--- src/rtl/logic_unit_if.sv ---
// Operand/result handshake bundle for logic_unit_pipe.
// master = producer/consumer side, slave = the logic unit itself.
interface logic_unit_if #(
    parameter int unsigned WIDTH = 8,
    parameter int unsigned CNT_W = 16
);
    logic             in_valid;
    logic             in_ready;
    logic [WIDTH-1:0] in_a;
    logic [WIDTH-1:0] in_b;
    logic [2:0]       in_op;
    logic             out_valid;
    logic             out_ready;
    logic [WIDTH-1:0] out_data;
    logic             out_zero;
    logic             out_par;
    logic [CNT_W-1:0] op_count;

    modport master (
        output in_valid, in_a, in_b, in_op, out_ready,
        input  in_ready, out_valid, out_data, out_zero, out_par, op_count
    );

    modport slave (
        input  in_valid, in_a, in_b, in_op, out_ready,
        output in_ready, out_valid, out_data, out_zero, out_par, op_count
    );
endinterface

--- src/rtl/logic_unit_pipe.sv ---
// Two-stage pipelined bitwise logic unit with valid/ready backpressure and a result counter.
// Optional result flags (out_zero, out_par) are built only when LOGIC_FLAGS_EN is defined.
module logic_unit_pipe #(
    parameter int unsigned WIDTH = 8,
    parameter int unsigned CNT_W = 16
) (
    input logic        clk,
    input logic        rst_n,
    logic_unit_if.slave bus
);
    typedef enum logic [2:0] {
        OP_NAND = 3'd0,
        OP_AND  = 3'd1,
        OP_OR   = 3'd2,
        OP_NOR  = 3'd3,
        OP_XOR  = 3'd4,
        OP_XNOR = 3'd5,
        OP_NOTA = 3'd6,
        OP_PASS = 3'd7
    } op_e;

    localparam logic [CNT_W-1:0] CNT_ONE = {{(CNT_W-1){1'b0}}, 1'b1};

    logic             s1_valid;
    logic [WIDTH-1:0] s1_a;
    logic [WIDTH-1:0] s1_b;
    op_e              s1_op;
    logic             s2_valid;
    logic [WIDTH-1:0] s2_data;
    logic [WIDTH-1:0] f_res;
    logic [CNT_W-1:0] count;
    logic             adv2;
    logic             in_rdy;
    logic             in_fire;
    logic             out_fire;

    // Stage 1 may accept whenever it is empty or its occupant moves on this cycle.
    assign adv2     = !s2_valid || bus.out_ready;
    assign in_rdy   = !s1_valid || adv2;
    assign in_fire  = bus.in_valid && in_rdy;
    assign out_fire = s2_valid && bus.out_ready;

    assign bus.in_ready  = in_rdy;
    assign bus.out_valid = s2_valid;
    assign bus.out_data  = s2_data;
    assign bus.op_count  = count;

    always_ff @(posedge clk) begin
        if (!rst_n) begin
            s1_valid <= 1'b0;
        end else if (in_rdy) begin
            s1_valid <= bus.in_valid;
        end
    end

    always_ff @(posedge clk) begin
        if (in_fire) begin
            s1_a  <= bus.in_a;
            s1_b  <= bus.in_b;
            s1_op <= op_e'(bus.in_op);
        end
    end

    always_comb begin
        f_res = '0;
        case (s1_op)
            OP_NAND: f_res = ~(s1_a & s1_b);
            OP_AND:  f_res =   s1_a & s1_b;
            OP_OR:   f_res =   s1_a | s1_b;
            OP_NOR:  f_res = ~(s1_a | s1_b);
            OP_XOR:  f_res =   s1_a ^ s1_b;
            OP_XNOR: f_res = ~(s1_a ^ s1_b);
            OP_NOTA: f_res = ~s1_a;
            OP_PASS: f_res =  s1_a;
            default: f_res = '0;
        endcase
    end

    // out_data is only rewritten by a valid stage-1 entry, so it holds after a drain.
    always_ff @(posedge clk) begin
        if (!rst_n) begin
            s2_valid <= 1'b0;
            s2_data  <= '0;
        end else if (adv2) begin
            s2_valid <= s1_valid;
            if (s1_valid) begin
                s2_data <= f_res;
            end
        end
    end

`ifdef LOGIC_FLAGS_EN
    logic s2_zero;
    logic s2_par;

    always_ff @(posedge clk) begin
        if (!rst_n) begin
            s2_zero <= 1'b0;
            s2_par  <= 1'b0;
        end else if (adv2 && s1_valid) begin
            s2_zero <= ~|f_res;
            s2_par  <= ^f_res;
        end
    end

    assign bus.out_zero = s2_zero;
    assign bus.out_par  = s2_par;
`else
    assign bus.out_zero = 1'b0;
    assign bus.out_par  = 1'b0;
`endif

    always_ff @(posedge clk) begin
        if (!rst_n) begin
            count <= '0;
        end else if (out_fire) begin
            count <= count + CNT_ONE;
        end
    end
endmodule

--- src/flat_wrapper.sv ---
// flat-port wrapper written by rule: the top's interface ports become plain ports
module logic_unit_pipe_flat 
#(
    parameter int unsigned WIDTH = 8,
    parameter int unsigned CNT_W = 16
)
  (clk, rst_n, bus_in_valid, bus_in_a, bus_in_b, bus_in_op, bus_out_ready, bus_in_ready, bus_out_valid, bus_out_data, bus_out_zero, bus_out_par, bus_op_count);
  logic_unit_if #(.WIDTH(WIDTH), .CNT_W(CNT_W)) bus_i ();
  input logic clk;
  input logic rst_n;
  input wire logic [$bits(bus_i.in_valid)-1:0] bus_in_valid;
  input wire logic [$bits(bus_i.in_a)-1:0] bus_in_a;
  input wire logic [$bits(bus_i.in_b)-1:0] bus_in_b;
  input wire logic [$bits(bus_i.in_op)-1:0] bus_in_op;
  input wire logic [$bits(bus_i.out_ready)-1:0] bus_out_ready;
  output wire logic [$bits(bus_i.in_ready)-1:0] bus_in_ready;
  output wire logic [$bits(bus_i.out_valid)-1:0] bus_out_valid;
  output wire logic [$bits(bus_i.out_data)-1:0] bus_out_data;
  output wire logic [$bits(bus_i.out_zero)-1:0] bus_out_zero;
  output wire logic [$bits(bus_i.out_par)-1:0] bus_out_par;
  output wire logic [$bits(bus_i.op_count)-1:0] bus_op_count;
  assign bus_i.in_valid = bus_in_valid;
  assign bus_i.in_a = bus_in_a;
  assign bus_i.in_b = bus_in_b;
  assign bus_i.in_op = bus_in_op;
  assign bus_i.out_ready = bus_out_ready;
  assign bus_in_ready = bus_i.in_ready;
  assign bus_out_valid = bus_i.out_valid;
  assign bus_out_data = bus_i.out_data;
  assign bus_out_zero = bus_i.out_zero;
  assign bus_out_par = bus_i.out_par;
  assign bus_op_count = bus_i.op_count;
  logic_unit_pipe #(.WIDTH(WIDTH), .CNT_W(CNT_W)) u_core (.clk(clk), .rst_n(rst_n), .bus(bus_i));
endmodule
--- config.mk ---
export PLATFORM = sky130hd
export DESIGN_NAME = logic_unit_pipe_flat
export DESIGN_NICKNAME = d
export VERILOG_FILES = /design/src/rtl/logic_unit_if.sv /design/src/rtl/logic_unit_pipe.sv /design/src/flat_wrapper.sv
export SDC_FILE = /design/constraint.sdc
export NUM_CORES = 1
export LEC_CHECK = 0
export CORE_MARGIN = 3
export CORE_UTILIZATION = 55
export CTS_BUF_LIST = sky130_fd_sc_hd__clkbuf_8 sky130_fd_sc_hd__clkbuf_16
export DETAILED_ROUTE_END_ITERATION = 16
export GPL_TIMING_DRIVEN = 0
export PLACE_DENSITY = 0.87
export SYNTH_ARGS = -nofsm -noshare
export SYNTH_HDL_FRONTEND = slang
export SYNTH_SLANG_ARGS = --single-unit
--- constraint.sdc ---
create_clock -name clk -period 4.1 [get_ports clk]
set_clock_uncertainty 0.1 [all_clocks]
set_input_delay 0.82 -clock clk [delete_from_list [all_inputs] [get_ports clk]]
set_output_delay 0.82 -clock clk [all_outputs]
set_load 0.05 [all_outputs]
* Yosys cells after proc, flatten, opt, wreduce, memory -nomap -nowiden
Index checks and enable logic that the tools add are counted. W data, S select, Z words.
Storage, ports and cells: register bits 45, bits in latches 0, bits in writable memories 0, memory bits (read-only) 0, input port bits 23, output and inout port bits 28, logic and storage cells 31, memories 0
Cells by class: $add $sub $neg 1, $mul 0, div/mod/pow operators 0, $lt $le $gt $ge 0, eq/ne operators 7, shift operators 0, muxes and demuxes 1, bitwise operators 7, reductions and logical operators 8
Operators with widths (count):
- $pmux W8 S8 | 1
- $not A8 Y8 | 4
- $add A16 B1 Y16 const B | 1
- $eq A3 B3 Y1 const B | 4
- $and A8 B8 Y8 | 1
- $or A8 B8 Y8 | 1
- $xor A8 B8 Y8 | 1
- $eq A3 B2 Y1 const B | 2
- $eq A3 B1 Y1 const B | 1
- $logic_not A3 Y1 | 1
- $logic_and A1 B1 Y1 | 2
- $logic_not A1 Y1 | 2
- $logic_or A1 B1 Y1 | 2
- $reduce_and A2 Y1 | 1

* Depth between registers and ports, before layout
Gate-level depths: netlist of run 1.
depth after elaboration 4, gate-level depth with buffers 6, gate-level depth less buffers 6

* Worst setup path after synthesis of run 1
Ideal clock, no wire load.
kind input port to flip-flop, start point in bus_out_ready, end point reg u_core.s1_a[0], enable pin, library setup time 0.377 ns, arrival time 1.823 ns, required time 3.623 ns, slack 1.800 ns, cell stages on the path 3, buffers on the path 0, path through nor2b_1 nand2_1 and2_1
On the way: word-level cells in the longest chain between the ends 3
RTL lines:
- start, declared | line flat_wrapper.sv:15 | input wire logic [$bits(bus_i.out_ready)-1:0] bus_out_ready;
- $logic_or A1 B1 Y1 | line logic_unit_pipe.sv:38 | assign adv2 = !s2_valid || bus.out_ready;
- $logic_or A1 B1 Y1 | line logic_unit_pipe.sv:39 | assign in_rdy = !s1_valid || adv2;
- named net bus_in_ready | line flat_wrapper.sv:16 | output wire logic [$bits(bus_i.in_ready)-1:0] bus_in_ready;
- $logic_and A1 B1 Y1 | line logic_unit_pipe.sv:40 | assign in_fire = bus.in_valid && in_rdy;
- named net u_core.in_fire | line logic_unit_pipe.sv:34 | logic in_fire;
- end signal, assigned | line logic_unit_pipe.sv:58 | s1_a <= bus.in_a;
- end, declared | line logic_unit_pipe.sv:25 | logic [WIDTH-1:0] s1_a;
The timed path passes the listed nets, and every way through them passes these cells. A chain may end at the register's enable or synchronous reset.

* Final worst setup path of run 1
start point in bus_out_ready, end point out bus_in_ready
On the way: word-level cells in the longest chain between the ends 2
RTL lines (line):
- $logic_or A1 B1 Y1 | logic_unit_pipe.sv:38
- $logic_or A1 B1 Y1 | logic_unit_pipe.sv:39
- end, declared | flat_wrapper.sv:16
Every way passes these cells.

==> results_dict.tcl, run 1 <==
set metrics [dict create \
    outcome "completed" \
    route.detailed.drc 0 \
    reg2reg_from "u_core.bus.out_valid$_SDFFE_PN0P_" \
    required_ns 3.18 \
    gp_congestion 0.8671 \
    p_per_area_nw_per_um2 306.3 \
    ys_types 42 \
    crit_fanout 8 \
    yosys_warnings 0 \
    whs_ns 0.3620 \
    fp.dieW_um 72.96 \
    drt-wirelength-per-cell_um 14.39 \
    cap_viol_max_count 0 \
    cp_slowest_stage_delay_ns 0.81 \
    critical_path_class "in -> out" \
    r2r_end "u_core.s1_a[5]$_DFFE_PP_" \
    cts_max_path_buffers 2 \
    cts_setup_buffers 0 \
    slowest_stage "clkdlybuf4s50_1" \
    syn_area_per_cell_um2 9.786 \
    track_usage 0.2137 \
    fmax_mhz 295.7 \
    cp_common_cell "clkdlybuf4s50_1" \
    grt_overflow 0 \
    vdd_drop_max_v 0.0001635 \
    numCtsBuffers 5 \
    antenna_found_initial 0 \
    clk_pin_slew_ns 0.09 \
    tightest_slew_ns 0.8810 \
    final_net_count 347 \
    area_growth_syn_to_layout_pct 25.82 \
    hold_class "reg -> reg" \
    grt_pass1_vias 1984 \
    setup_tns_ns 0 \
    dr.pass1.iters 4 \
    reg2reg_depth 3 \
    ys_seq_area_frac 0.4424 \
    crit_arrival_ns 2.46 \
    hold_viol 0 \
    initial_core_util 0.5910 \
    num_rows 23 \
    io_pins 51 \
    hp-start "u_core.bus.out_data[3]$_SDFFE_PN0P_" \
    ant_nets 0 \
    min_path_cells 2 \
    postSynthCellCount 252 \
    chipHeight_um 72.96 \
    grt_pass1_wl_mm 8.804 \
    period_minus_slack_ns 3.381 \
    routed_wl_mm 5.151 \
    cts_sinks 45 \
    die_area_um2 5323 \
    cts_resized 0 \
    finalCritPeriodShare 0.8248 \
    htree_num_levels 2 \
    antenna_cells 0 \
    r2r_setup_slack_ns 2.21 \
    start_kind "input pin" \
    clk_root_buffer_cell "clkbuf_8" \
    dp_hpwl_mm 3.725 \
    cp_top_family "buffers and inverters" \
    clk_latency_ns 0.31 \
    cts_hold_buf 0 \
    worstSetupEndpointType "output port" \
    ys_ff_latch 45 \
    drt-vias-per-instance 5.556 \
    drive_gt1_frac 0.06494 \
    path_buf_inv 2 \
    num_vias 1989 \
    relSlewSlack 0.4127 \
    core_um2 4173 \
    cp_num_cells 4 \
    cts_tree "done" \
    drtIter0Drc 73 \
    setup_viol 0 \
    synthesis.area_um2 2466 \
    grt_max_degree 20 \
    finalMaxSlewViolations 0 \
    finalPower_w 0.0009506 \
    io_buffers 47 \
    whs_endpoint "u_core.bus.out_data[3]$_SDFFE_PN0P_" \
    p_leak_nw 1.283 \
    rsz0062_at_grt "no" \
    critical_path.cell_chain "clkdlybuf4s50_1, nor2b_1, nand2_1, clkdlybuf4s50_1" \
]
-- power breakdown --
group          internal (W)  switching, W  leakage (nW)
clock network      0.000140      0.000165        0.0518
logic             0.0000645     0.0000826         0.835
registers          0.000486     0.0000126         0.396
total              0.000690      0.000260          1.28
-- synthesized netlist by cell type --
library cell | instances | area (µm²)
dfxtp_1 | 26 | 520.5
edfxtp_1 | 19 | 570.6
inv_1 | 18 | 67.56
nand2_1 | 18 | 67.56
ha_1 | 17 | 212.7
nand2b_1 | 16 | 100.1
nor2_1 | 14 | 52.55
a21oi_1 | 12 | 60.06
and3b_1 | 12 | 105.1
mux2i_1 | 10 | 100.1
nand3_1 | 9 | 45.04
nor3_1 | 9 | 45.04
a211oi_1 | 6 | 45.04
a21o_1 | 6 | 45.04
o21ai_0 | 6 | 30.03
xor2_1 | 6 | 52.55
buf_2 | 5 | 25.02
nor2b_1 | 4 | 25.02
xnor2_1 | 4 | 35.03
nand4_1 | 3 | 18.77
o21ai_1 | 3 | 15.01
a221o_1 | 2 | 20.02
a22o_1 | 2 | 17.52
a32oi_1 | 2 | 17.52
and4_1 | 2 | 17.52
buf_4 | 2 | 15.01
clkbuf_1 | 2 | 7.510
nand3b_1 | 2 | 15.01
nor4_1 | 2 | 12.51
and2_1 | 1 | 6.260
and3_1 | 1 | 6.260
buf_1 | 1 | 3.750
conb_1 | 1 | 3.750
mux2_2 | 1 | 11.26
nand3_2 | 1 | 10.01
nand4_2 | 1 | 12.51
nor3_2 | 1 | 10.01
nor4_2 | 1 | 12.51
o211ai_1 | 1 | 7.510
o311ai_0 | 1 | 8.760
or2_1 | 1 | 6.260
or3_1 | 1 | 6.260
-- stage by stage --
step / util / instances / cell area, µm² / setup slack (ns)
6_report: 0.7436 / 358 / 3103 / 0.7185
3_3_place_gp: 0.7196 / 350 / 3003 / 0.7205
5_1_grt: 0.7436 / 358 / 3103 / 0.6533
2_1_floorplan: - / 253 / 2470 / 1.800
3_5_place_dp: 0.7196 / 350 / 3003 / 0.7233
4_1_cts: 0.7436 / 358 / 3103 / 0.7146
-- state kept, by name, summed over array words and instances, names as in the netlist --
register,count
u_core.bus.out_data,8
u_core.bus.out_valid,1
u_core.s1_a,8
u_core.s1_valid,1
u_core.s1_b,8
u_core.s1_op,3
u_core.bus.op_count,16
-- cells by family after synthesis --
logic type	after synthesis	synth area share
buf+inv	28	0.04819
fa+ha+maj	17	0.08625
other cells	1	0.001521
xor+xnor	10	0.03551
flops	45	0.4424
compound gates	41	0.1081
simple gates	99	0.2329
mux	11	0.04516
-- how the worst max path moves through the flow --
stage                        from                       end  slack [ns]
floorplan           bus_out_ready  u_core.s1_a[0]$_DFFE_PP_        1.80
global placement    bus_out_ready              bus_in_ready        0.72
detailed placement  bus_out_ready              bus_in_ready        0.72
CTS                 bus_out_ready              bus_in_ready        0.71
global route        bus_out_ready              bus_in_ready        0.65
finish              bus_out_ready              bus_in_ready        0.72
-- tightest hold or removal path, delay by kind of cell (launching register included) --
family,cells,cell delay [ns]
flops,1,0.34
simple gates,1,0.05
compound gates,1,0.05
-- layer usage --
layer	part of all wire	GRT usage
met1	0.44	0.2546
met2	0.48	0.3627
met3	0.065	0.05510
met4	0.011	0.09221
met5	0	0
-- cell type report --
cell class	instances	area, µm²
fillers	302	1070
repair buffers	47	470.5
plain buffers	10	51.30
inverters	18	67.56
flip-flops and latches	45	1091
multi-input cells	180	1260
clock inverters	2	17.52
well taps	50	62.56
clock buffers	6	82.58
-- cell usage in the layout, fill, tap and decap left out, types with 2 or more instances in the layout --
cell type / count
inv_1: 18
clkbuf_8: 6
nand2b_1: 16
a221o_1: 2
a32oi_1: 2
edfxtp_1: 19
a21o_1: 6
ha_1: 17
conb_1: 2
xnor2_1: 4
o21ai_1: 3
a22o_1: 2
nand3b_1: 2
o21ai_0: 6
clkdlybuf4s50_1: 47
dfxtp_1: 26
xor2_1: 6
and4_1: 2
clkbuf_1: 2
a211oi_1: 6
nor2_1: 14
buf_4: 2
mux2i_1: 10
nor3_1: 9
nand3_1: 9
nand4_1: 3
nand2_1: 18
buf_2: 5
a21oi_1: 12
nor4_1: 2
nor2b_1: 4
and3b_1: 12
Power figures use the tool's default switching activity.
==> inputs of run 2 (changes only) <==
- CORE_UTILIZATION: 55 -> 46
- PLACE_DENSITY: 0.87 -> 0.78
- clock period: 4.1 -> 3.05 ns (I/O delays scaled with it)
==> run 2 against run 1 <==
Compared with the run above:
- total power is 36% higher
- cell count increased by 5.6%
- routed wire length down 0.76%
- critical path type unchanged
- critical endpoint unchanged
==> results_dict.tcl, run 2 (synthesis results as in run 1) <==
set metrics [dict create \
    outcome "completed" \
    final_net_count 347 \
    cts_sinks 45 \
    tightest_slew_ns 0.9688 \
    drtIter0Drc 104 \
    finalMaxSlewViolations 0 \
    numCtsBuffers 5 \
    worstSetupEndpointType "output port" \
    period_minus_slack_ns 2.584 \
    p_per_area_nw_per_um2 412.2 \
    fmax_mhz 387.0 \
    initial_core_util 0.4798 \
    layout.cells.non_filler 378 \
    grt_overflow 0 \
    cts_hold_buf 0 \
    io_buffers 47 \
    vdd_drop_max_v 0.0002093 \
    wl_met1_mm 2.274 \
    start_kind "input pin" \
    critical_path_class "in -> out" \
    setup_tns_ns 0 \
    crit_arrival_ns 1.87 \
    grt_max_degree 20 \
    relSlewSlack 0.3541 \
    grt_pass1_vias 1953 \
    routed_wl_mm 5.112 \
    p_leak_nw 1.292 \
    layout_common_cells "clkdlybuf4s50_1, dfxtp_1, inv_1, edfxtp_1, nand2_1" \
    setup_viol 0 \
    finalCritPeriodShare 0.8472 \
    cts_tree "done" \
    ant_nets 0 \
    drt-wirelength-per-cell_um 13.52 \
    route.detailed.drc 0 \
    cts_setup_buffers 0 \
    wl_met2_mm 2.475 \
    grt_pass1_wl_mm 8.728 \
    required_ns 2.34 \
    dr.pass1.iters 4 \
    antenna_cells 0 \
    cts_resized 0 \
    slowest_stage "clkdlybuf4s50_1" \
    drive_gt1_frac 0.06169 \
    num_rows 26 \
    drt-vias-per-instance 5.214 \
    dp_hpwl_mm 3.706 \
    crit_fanout 8 \
    clk_pin_slew_ns 0.08 \
    chipHeight_um 79.22 \
    rsz0062_at_grt "no" \
    hold_viol 0 \
    io_pins 51 \
    hold_class "reg -> reg" \
    num_vias 1971 \
    met3_wirelength_um 280 \
    die_area_um2 6276 \
    track_usage 0.1735 \
    largest_reg_flops 16 \
    fp.dieW_um 79.22 \
    cp_slowest_stage_delay_ns 0.62 \
    gp_congestion 0.7794 \
    cts_max_path_buffers 2 \
    top_layer_used "met4" \
    clk_root_buffer_cell "clkbuf_8" \
    layout_commonest_cell "clkdlybuf4s50_1" \
    antenna_found_initial 0 \
    area_growth_syn_to_layout_pct 27.40 \
    htree_num_levels 2 \
    critical_path.cell_chain "clkdlybuf4s50_1, nor2b_1, nand2_1, dlymetal6s2s_1" \
    cap_viol_max_count 0 \
    core_um2 5140 \
    dp_cells 370 \
    clk_latency_ns 0.29 \
]
[run 2: changes by cell type in the layout (fill, tap and decap cells not counted), sizes merged]
cell	delta
clkbuf	+1
dlymetal6s2s	+1
clkdlybuf4s50	-1
clkinv	-1
[run 2: area by class of cell]
cell class                 count  area, µm²
tap                           70      87.58
sequential                    45       1091
fill                         448       1998
timing repair buffer          47      473.0
buffer                        10      51.30
multi-input combinational    180       1260
clock buffer                   7      107.6
inverter                      18      67.56
clock inverter                 1      3.754
[run 2: layer usage]
layer  vias up  GRT usage
met5         -          0
met4         0    0.04296
met3         9    0.05556
met2        45     0.2971
met1       918     0.2107
li1        999          -
[run 2: report_power, final]
part / switching, W / total (W) / internal, W
Sequential: 0.0000173 / 0.000670 / 0.000653
Combinational: 0.000110 / 0.000197 / 0.0000865
Clock: 0.000197 / 0.000428 / 0.000231
Total: 0.000324 / 0.00130 / 0.000971
[run 2: path summary, 6_finish.rpt]
kind	start	end	slack [ns]	cells after the start
setup / recovery	bus_out_ready	bus_in_ready	0.47	4
hold / removal	u_core.bus.out_data[3]$_SDFFE_PN0P_	u_core.bus.out_data[3]$_SDFFE_PN0P_	0.36	2
setup reg to reg	u_core.bus.out_valid$_SDFFE_PN0P_	u_core.s1_b[0]$_DFFE_PP_	1.12	3
hold reg to reg	u_core.bus.out_data[3]$_SDFFE_PN0P_	u_core.bus.out_data[3]$_SDFFE_PN0P_	0.36	2
[run 2: critical path, delay by kind of cell]
family / cells / cell delay (ns)
and+or+nand+nor: 2 / 0.22
buffers and inverters: 2 / 1.04
[run 2: per-stage QoR]
stage / setup slack [ns] / instance area (µm²) / util / hold WS (ns) / power (W)
2_1_floorplan: 0.8046 / 2470 / - / 0.4000 / 0.0008083
3_3_place_gp: 0.08934 / 3028 / 0.5891 / 0.3359 / 0.0008756
3_5_place_dp: 0.07404 / 3028 / 0.5891 / 0.3433 / 0.0008813
4_1_cts: 0.07638 / 3139 / 0.6108 / 0.3628 / 0.001315
5_1_grt: 0.3458 / 3142 / 0.6112 / 0.3948 / 0.001355
6_report: 0.4660 / 3142 / 0.6112 / 0.3567 / 0.001295
==> inputs of run 3 (changes only) <==
- clock period: 3.05 -> 2.3 ns (I/O delays scaled with it)
==> run 3 against run 2 <==
Compared with the run above:
- worst hold slack is essentially flat
- cell count is the same
- critical endpoint is now bus_out_valid
- routed wire length shrank 0.92%
- highest routed layer unchanged
==> results_dict.tcl, run 3 (synthesis results as in run 1) <==
set metrics [dict create \
    cp_slowest_stage_delay_ns 0.87 \
    clk_latency_ns 0.29 \
    fp.dieW_um 79.22 \
    dp_hpwl_mm 3.706 \
    cts_max_path_buffers 2 \
    setup_viol 0 \
    relSlewSlack 0.4981 \
    chipHeight_um 79.22 \
    cp_num_cells 1 \
    largest_reg_flops 16 \
    area_growth_syn_to_layout_pct 27.60 \
    endpoint "bus_out_valid" \
    num_rows 26 \
    busiest_layer "met2" \
    critical_path_class "reg -> out" \
    io_pins 51 \
    setup_tns_ns 0 \
    hold_viol 0 \
    setup.worst_path.start "u_core.bus.out_valid$_SDFFE_PN0P_" \
    io_buffers 47 \
    drt-vias-per-instance 5.225 \
    layout.cells.non_filler 378 \
    antenna_cells 0 \
    layout_commonest_cell "clkdlybuf4s50_1" \
    drive_gt1_frac 0.07143 \
    die_area_um2 6276 \
    r2r_end "u_core.bus.out_data[2]$_SDFFE_PN0P_" \
    hold_class "reg -> reg" \
    grt_pass1_wl_mm 8.728 \
    grt.met3_usage 0.05556 \
    num_vias 1975 \
    grt_overflow 0 \
    slowest_stage "clkdlybuf4s50_1" \
    cts_hold_buf 0 \
    start_kind "flip-flop" \
    layout_common_cells "clkdlybuf4s50_1, dfxtp_1, inv_1, edfxtp_1, nand2_1" \
    tightest_slew_ns 0.7528 \
    cap_viol_max_count 0 \
    route.detailed.drc 0 \
    cts_setup_buffers 0 \
    finalMaxSlewViolations 0 \
    antenna_found_initial 0 \
    fmax_mhz 454.4 \
    period_minus_slack_ns 2.201 \
    drtIter0Drc 98 \
    vdd_drop_max_v 0.0002733 \
    r2r_setup_slack_ns 0.56 \
    dp_cells 370 \
    numCtsBuffers 5 \
    clk_pin_slew_ns 0.08 \
    reg2reg_depth 6 \
    cts_sinks 45 \
    finalCritPeriodShare 0.9568 \
    clk_root_buffer_cell "clkbuf_8" \
    cp_top_family "buffers and inverters" \
    grt_max_degree 20 \
    reg2reg_from "u_core.s1_op[0]$_DFFE_PP_" \
    outcome "completed" \
    core_um2 5140 \
    gp_congestion 0.7794 \
    cts_tree "done" \
    initial_core_util 0.4798 \
    critical_path.cell_chain "clkdlybuf4s50_1" \
    grt.met1_usage 0.2107 \
    htree_num_levels 2 \
    drt-wirelength-per-cell_um 13.40 \
    track_usage 0.1735 \
    ant_nets 0 \
    n_fill_cell 447 \
    p_leak_nw 1.304 \
    crit_arrival_ns 1.64 \
    routed_wl_mm 5.065 \
    required_ns 1.74 \
    preCtsSetupSlack_ns -0.3760 \
    rsz0062_at_grt "no" \
    crit_fanout 9 \
    final_net_count 347 \
    worstSetupEndpointType "output port" \
    gr-usage-met2 0.2971 \
    grt_pass1_vias 1953 \
    worst_slack_ns 0.09935 \
    p_per_area_nw_per_um2 544.2 \
    dr.pass1.iters 4 \
    path_buf_inv 1 \
]
-- run 3: area by class of cell --
| cell class | count | area, µm² | area share |
|---|---|---|---|
| Timing Repair Buffer | 47 | 474.2 | 0.1507 |
| Inverter | 18 | 67.56 | 0.02147 |
| Multi-Input combinational cell | 180 | 1264 | 0.4016 |
| Clock inverter | 1 | 3.754 | 0.001193 |
| Tap cell | 70 | 87.58 | 0.02783 |
| Clock buffer | 7 | 107.6 | 0.03419 |
| Sequential cell | 45 | 1091 | 0.3467 |
| Buffer | 10 | 51.30 | 0.01630 |
-- run 3: tightest hold or removal path, stage by stage, from the launching register on --
cell and delay (ns):
dfxtp_1 0.33, nand2_1 0.04, o21ai_0 0.05
-- run 3: routing by layer --
metal	vias up	part of all wire
met3	8	0.062
met4	0	0.013
li1	1002	-
met5	-	0
met2	44	0.48
met1	921	0.44
-- run 3: report_power, final --
part           internal (W)  total, W  switching, W
Sequential         0.000866  0.000889     0.0000228
Clock              0.000306  0.000563      0.000257
Combinational      0.000115  0.000261      0.000146
Total               0.00129   0.00171      0.000426
-- run 3: how the worst min path moves through the flow --
| stage | endpoint | from | cells after the start |
|---|---|---|---|
| CTS | u_core.bus.out_data[3]$_SDFFE_PN0P_ | u_core.bus.out_data[3]$_SDFFE_PN0P_ | 2 |
| finish | u_core.bus.out_data[3]$_SDFFE_PN0P_ | u_core.bus.out_data[3]$_SDFFE_PN0P_ | 2 |
| global placement | u_core.bus.out_data[3]$_SDFFE_PN0P_ | u_core.bus.out_data[3]$_SDFFE_PN0P_ | 2 |
| floorplan | u_core.bus.out_valid$_SDFFE_PN0P_ | u_core.s1_valid$_SDFFE_PN0P_ | 2 |
| detailed placement | u_core.bus.out_data[3]$_SDFFE_PN0P_ | u_core.bus.out_data[3]$_SDFFE_PN0P_ | 2 |
| global route | u_core.bus.out_data[3]$_SDFFE_PN0P_ | u_core.bus.out_data[3]$_SDFFE_PN0P_ | 2 |
-- run 3: repair_timing --
action                     4_1_cts  5_1_grt
resized for setup                3        3
hold endpoints to repair         0        0
setup endpoints to repair        1       20
-- run 3: through the flow --
step / power [W] / utilization / cell area (µm²) / hold WS, ns
final: 0.001713 / 0.6122 / 3147 / 0.3567
after global routing: 0.001796 / 0.6122 / 3147 / 0.3948
after CTS: 0.001743 / 0.6110 / 3141 / 0.3628
after detailed placement: 0.001169 / 0.5891 / 3028 / 0.3433
after global placement: 0.001161 / 0.5891 / 3028 / 0.3359
after floorplan: 0.001072 / - / 2470 / 0.4000
